==> config.mk <==
export PLATFORM = sky130hd
export DESIGN_NAME = otter_mc_ctrl_fsm
export DESIGN_NICKNAME = d
export VERILOG_FILES = /design/src/rtl/otter_ctrl_pkg.sv /design/src/rtl/otter_wait_ctr.sv /design/src/rtl/otter_mc_ctrl_fsm.sv
export SDC_FILE = /design/constraint.sdc
export NUM_CORES = 1
export LEC_CHECK = 0
export ABC_AREA = 0
export BUFFER_PORTS_ARGS = -buffer_cell sky130_fd_sc_hd__buf_2
export CORE_AREA = 2 2 39 41
export CTS_BUF_LIST = sky130_fd_sc_hd__clkbuf_8
export DETAILED_ROUTE_END_ITERATION = 6
export DIE_AREA = 0 0 41 43
export PLACE_DENSITY = 0.85
export REMOVE_ABC_BUFFERS = 1
export SKIP_CTS_REPAIR_TIMING = 1
export SYNTH_ARGS = -nofsm -noshare
export SYNTH_HDL_FRONTEND = slang
export SYNTH_SLANG_ARGS = --single-unit
==> constraint.sdc <==
create_clock -name CLK -period 3.8 [get_ports CLK]
set_input_delay 0.38 -clock CLK [delete_from_list [all_inputs] [get_ports CLK]]
set_output_delay 0.38 -clock CLK [all_outputs]
set_load 0.05 [all_outputs]
==> src/rtl/otter_ctrl_pkg.sv <==
// Shared types and constants for the OTTER multicycle control unit.
package otter_ctrl_pkg;

    typedef enum logic [6:0] {
        OpLui    = 7'b0110111,
        OpAuipc  = 7'b0010111,
        OpJal    = 7'b1101111,
        OpJalr   = 7'b1100111,
        OpBranch = 7'b1100011,
        OpLoad   = 7'b0000011,
        OpStore  = 7'b0100011,
        OpImm    = 7'b0010011,
        OpReg    = 7'b0110011,
        OpSystem = 7'b1110011
    } opcode_t;

    typedef enum logic [2:0] {
        StInit    = 3'd0,
        StFetch   = 3'd1,
        StExec    = 3'd2,
        StMemWait = 3'd3,
        StWrBk    = 3'd4,
        StIntr    = 3'd5
    } fsm_state_t;

    localparam logic [11:0] MRET_IMM    = 12'h302;
    localparam logic [2:0]  FUNCT3_PRIV = 3'b000;

    function automatic int unsigned max3(input int unsigned a, input int unsigned b,
                                         input int unsigned c);
        int unsigned m;
        m = (a > b) ? a : b;
        return (m > c) ? m : c;
    endfunction

endpackage

==> src/rtl/otter_wait_ctr.sv <==
// Loadable down-counter timing the INIT, FETCH and MEM_WAIT dwell periods.
module otter_wait_ctr #(
    parameter int unsigned W = 1
) (
    input  logic         CLK,
    input  logic         load_i,
    input  logic [W-1:0] load_val_i,
    output logic         done_o
);

    logic [W-1:0] cnt_q, cnt_d;

    always_comb begin
        cnt_d = cnt_q;
        if (load_i) begin
            cnt_d = load_val_i;
        end else if (cnt_q != '0) begin
            cnt_d = cnt_q - 1'b1;
        end
    end

    always_ff @(posedge CLK) begin
        cnt_q <= cnt_d;
    end

    assign done_o = (cnt_q == W'(1));

endmodule

==> src/rtl/otter_mc_ctrl_fsm.sv <==
// OTTER RV32I multicycle control FSM. Define OTTER_ILLEGAL_TRAP_EN to trap
// unknown opcodes through the INTR state and expose ILL_TRAP.
module otter_mc_ctrl_fsm
    import otter_ctrl_pkg::*;
#(
    parameter int unsigned INIT_CYCLES = 1,
    parameter int unsigned IMEM_LAT    = 1,
    parameter int unsigned DMEM_LAT    = 1
) (
    input  logic        CLK,
    input  logic        RST,
    input  logic [31:0] IR,
    input  logic        INTR,
    input  logic        INTR_EN,
`ifdef OTTER_ILLEGAL_TRAP_EN
    output logic        ILL_TRAP,
`endif
    output logic        SYS_RST,
    output logic        PC_WRITE,
    output logic        REG_WRITE,
    output logic        CSR_WRITE,
    output logic        MEM_RD1_EN,
    output logic        MEM_RD2_EN,
    output logic        MEM_WR2_EN,
    output logic        INT_TAKEN,
    output logic        MRET_EXEC
);

    localparam int unsigned CntW = $clog2(max3(INIT_CYCLES, IMEM_LAT, DMEM_LAT) + 1);

    fsm_state_t      state_q, state_d;
    logic            cnt_load, cnt_done;
    logic [CntW-1:0] cnt_val;
    logic            trap_req;
    opcode_t         opc;
    logic            unused_ir;

    assign opc       = opcode_t'(IR[6:0]);
    assign trap_req  = INTR && INTR_EN;
    assign unused_ir = ^{IR[19:15], IR[11:7]};

`ifdef OTTER_ILLEGAL_TRAP_EN
    logic ill_q, ill_d, illegal;
`endif

    otter_wait_ctr #(
        .W (CntW)
    ) u_wait_ctr (
        .CLK        (CLK),
        .load_i     (cnt_load),
        .load_val_i (cnt_val),
        .done_o     (cnt_done)
    );

    always_comb begin
        state_d    = state_q;
        SYS_RST    = 1'b0;
        PC_WRITE   = 1'b0;
        REG_WRITE  = 1'b0;
        CSR_WRITE  = 1'b0;
        MEM_RD1_EN = 1'b0;
        MEM_RD2_EN = 1'b0;
        MEM_WR2_EN = 1'b0;
        INT_TAKEN  = 1'b0;
        MRET_EXEC  = 1'b0;
`ifdef OTTER_ILLEGAL_TRAP_EN
        illegal    = 1'b0;
        ill_d      = 1'b0;
        ILL_TRAP   = 1'b0;
`endif
        case (state_q)
            StInit: begin
                SYS_RST = 1'b1;
                if (cnt_done) state_d = StFetch;
            end
            StFetch: begin
                MEM_RD1_EN = 1'b1;
                if (cnt_done) state_d = StExec;
            end
            StExec: begin
                case (opc)
                    OpLui, OpAuipc, OpJal, OpJalr, OpImm, OpReg: begin
                        PC_WRITE  = 1'b1;
                        REG_WRITE = 1'b1;
                    end
                    OpStore: begin
                        PC_WRITE   = 1'b1;
                        MEM_WR2_EN = 1'b1;
                    end
                    OpBranch: PC_WRITE = 1'b1;
                    OpLoad:   MEM_RD2_EN = 1'b1;
                    OpSystem: begin
                        PC_WRITE = 1'b1;
                        if (IR[14:12] != FUNCT3_PRIV) begin
                            REG_WRITE = 1'b1;
                            CSR_WRITE = 1'b1;
                        end else if (IR[31:20] == MRET_IMM) begin
                            MRET_EXEC = 1'b1;
                        end
                    end
                    default: begin
`ifdef OTTER_ILLEGAL_TRAP_EN
                        illegal = 1'b1;
`else
                        PC_WRITE = 1'b1;
`endif
                    end
                endcase
                if (opc == OpLoad) begin
                    state_d = (DMEM_LAT == 1) ? StWrBk : StMemWait;
`ifdef OTTER_ILLEGAL_TRAP_EN
                end else if (illegal) begin
                    state_d = StIntr;
                    ill_d   = 1'b1;
`endif
                end else begin
                    state_d = trap_req ? StIntr : StFetch;
                end
            end
            StMemWait: begin
                MEM_RD2_EN = 1'b1;
                if (cnt_done) state_d = StWrBk;
            end
            StWrBk: begin
                PC_WRITE  = 1'b1;
                REG_WRITE = 1'b1;
                state_d   = trap_req ? StIntr : StFetch;
            end
            StIntr: begin
                INT_TAKEN = 1'b1;
                PC_WRITE  = 1'b1;
`ifdef OTTER_ILLEGAL_TRAP_EN
                ILL_TRAP  = ill_q;
`endif
                state_d   = StFetch;
            end
            default: state_d = StInit;
        endcase

        // Reset overrides every decode in the same cycle.
        if (RST) begin
            state_d    = StInit;
            SYS_RST    = 1'b1;
            PC_WRITE   = 1'b0;
            REG_WRITE  = 1'b0;
            CSR_WRITE  = 1'b0;
            MEM_RD1_EN = 1'b0;
            MEM_RD2_EN = 1'b0;
            MEM_WR2_EN = 1'b0;
            INT_TAKEN  = 1'b0;
            MRET_EXEC  = 1'b0;
`ifdef OTTER_ILLEGAL_TRAP_EN
            ill_d      = 1'b0;
            ILL_TRAP   = 1'b0;
`endif
        end
    end

    always_comb begin
        cnt_load = RST || (state_d != state_q);
        case (state_d)
            StInit:    cnt_val = CntW'(INIT_CYCLES);
            StFetch:   cnt_val = CntW'(IMEM_LAT);
            StMemWait: cnt_val = CntW'(DMEM_LAT - 1);
            default:   cnt_val = CntW'(1);
        endcase
    end

    always_ff @(posedge CLK) begin
        state_q <= state_d;
`ifdef OTTER_ILLEGAL_TRAP_EN
        ill_q   <= ill_d;
`endif
    end

endmodule

==> metrics.md <==
| Metric | Value |
|---|---|
| Status | `completed` |
| Flip-flop and latch count after synthesis | `4` |
| Insertion delay to the later sink of the worst-skew pair | `0.22 ns` |
| Most instantiated flip-flop cell in the synthesis netlist | `dfxtp_1` |
| Setup clock skew after layout | `0.00206 ns` |
| Met3 layer wire length in the routed design | `175 µm` |
| Wl on met1 | `457 µm` |
| WS Path Type | `flop to primary output` |
| Fraction of registers with async set or reset after synthesis | `0%` |
| Post-synthesis to final-layout area growth | `46.8%` |
| Core Region | `1380 µm²` |
| Number of hold violations in the final report | `0` |
| Critical path arrival | `2.21 ns` |
| Routability congestion estimate | `0.724` |
| Switching power of the nets | `0.0666 mW` |
| Clock period minus worst slack | `2.59 ns` |
| Most repeated cell in the gate-level netlist after synthesis | `nor2_1` |
| Worst path top cell family by delay | `simple AND/OR/NAND/NOR gates` |
| Final TNS setup | `0 ns` |
| Fraction of power consumed by sequential logic | `27.3%` |
| Wire length of the first global-routing pass | `1630 µm` |
| Mapped Area | `428 µm²` |
| Number of sinks on the clock net | `4` |
| Diodes inserted | `0` |
| Slowest cell on crit path | `or4b_4` |
| Net switching share of the total power | `32.1%` |
| Largest net degree at the start of global routing | `13` |
| Synth cell types | `32` |
| Count of vias placed by the detailed router | `552` |
| Peak Freq | `387 MHz` |
| Worst path most repeated cell | `or4b_4` |
| Synth area leader | `dfxtp_1` |
| Leading post-synthesis cells by cell area | `dfxtp_1, or4b_4, nor4bb_1` |
| Cells traversed along the worst timing path | `or4b_4 > or4b_4 > o311ai_1 > buf_2` |
| Launching element type of the critical path | `flop` |
| Clk pin slew, worst setup/hold paths | `0.03 ns` |
| Reported max-cap violation count | `0` |
| Share of layout cells above drive strength 1 | `50.0%` |
| Power share of the combinational group | `29.8%` |
| Total count of max-transition violations in the final report | `0` |
| Initial core utilization | `30.9%` |
| Most used standard cells in the synthesized netlist | `nor2_1, dfxtp_1, nand2_1` |
| DRC | `0` |
| Fraction of the yosys area taken by sequential cells | `18.7%` |
| Final wirelength | `1170 µm` |
| IO buf count | `34` |
| Syn avg cell area | `7.78 µm²` |
| Synth warnings | `0` |
| Cell Pwr Density | `330 nW/µm²` |
| Placed wire-length estimate | `934 µm` |
| Pre-antenna DRT Iters | `2` |
| Final period utilization | `68.0%` |
| Cell-internal power | `0.141 mW` |
| Cell count after placement | `101` |
| Drt via density | `5.31` |
| Total gr overflow | `0` |
| Floorplan die width | `41 µm` |
| Cell leakage power | `0.297 nW` |
| Worst slew pin tran | `0.707 ns` |
| CTS tree | `built` |
| Clock root buffer master | `clkbuf_8` |
| Post-synth EDFFs | `0` |
| Total number of H-tree levels | `1` |
| Category of the worst setup path capture point | `primary output` |
| Top-area cell type share of the netlist area | `18.7%` |
| Critical-path maximum fanout | `11` |
| # nets final | `126` |
| Post-Syn Instances | `55` |
| Number of buffers created by CTS | `3` |
| Max Used Layer | `met4` |
| Delay of the slowest cell on the worst path | `0.54 ns` |
| Setup repair after global routing missed its margin | `false` |
| Overall power consumption | `0.207 mW` |
| Final routed wire length divided by cell count | `11.2 µm` |
| Number of antenna violations at the first check in global routing | `0` |
| Overall routing resource usage | `13.7%` |
| Crit path buffers/inverters | `1` |
| Met2 WL | `518 µm` |
| Setup slack on the worst flop-to-flop path | `2.38 ns` |
| Required time worst endpoint | `3.42 ns` |
| Count of endpoints failing setup in the final report | `0` |
| Via count of the first global-routing pass | `421` |
| Final Instance Count excl. Fillers | `104` |
| Class of the tightest hold or removal check | `input port to flop` |
| Clk pwr share | `42.8%` |
| Drt first-iter violations | `2` |
| Top-Level Pins | `45` |
| Number of cell rows | `14` |
| IR Drop Worst-Case VDD | `0.209 mV` |
| Worst slew margin | `52.2%` |
| Floorplan die area | `1760 µm²` |
| Detail Route Antenna Nets | `0` |
| Y dimension of the die | `43 µm` |
| Max Root-Sink Buffers | `2` |
[per-layer routing]
metal | GRT usage, % | vias up
met5 | 0 | -
met4 | 10.0 | 0
met3 | 4.19 | 2
met2 | 21.9 | 34
met1 | 14.1 | 237
li1 | - | 279
[worst paths after layout]
| path | to | from | cells after the start |
|---|---|---|---|
| max | REG_WRITE | state_q[1] | 4 |
| min | state_q[2] | RST | 2 |
| max reg2reg | state_q[0] | state_q[1] | 3 |
| min reg2reg | u_wait_ctr.done_o | u_wait_ctr.done_o | 1 |
[cell type report]
cell class                 instances  area, µm²
tap                               16       20.0
inverter                           1       3.75
sequential                         4       80.1
clock buffer                       3       41.3
multi-input combinational         46        313
timing repair buffer              34        170
fill                             144        756
[registers in the layout, summed over array words and instances, names as in the netlist]
name / count
u_wait_ctr.done_o: 1
state_q: 3
[power groups by stage]
stage / Sequential (mW) / Clock, mW / Combinational, mW
global placement: 0.0568 / 0 / 0.0604
floorplan: 0.0548 / 0 / 0.0396
CTS: 0.0568 / 0.0923 / 0.0624
finish: 0.0567 / 0.0888 / 0.0619
global route: 0.0583 / 0.0953 / 0.0680
detailed placement: 0.0575 / 0 / 0.0622
[cell families after synthesis]
logic type             share of synthesized area, %
AO/OA/AOI/OAI                                  13.5
XOR/XNOR                                       4.09
buffers and inverters                          8.18
flip-flops                                     18.7
AND/OR/NAND/NOR                                55.6
[cells in the final DEF, fill, tap and decap left out, types with 2 or more instances in the layout]
cell type / n
nor2b_1: 3
nor2_1: 5
clkbuf_8: 3
or4b_4: 2
nor4bb_1: 2
nand2_1: 4
or3b_2: 2
o21ai_0: 2
nor4_1: 3
nand3_1: 3
nor3_1: 3
buf_2: 34
dfxtp_1: 4
[metrics by stage]
stage	utilization, %	setup WS, ns	hold WS (ns)	cell area [µm²]
final	45.4	1.21	0.485	628
after floorplan	-	0.864	0.459	397
after detailed placement	42.4	1.32	0.528	587
after global routing	45.4	1.11	0.500	628
after CTS	45.4	1.20	0.482	628
after global placement	42.4	1.34	0.517	587
Power figures use the tool's default switching activity.
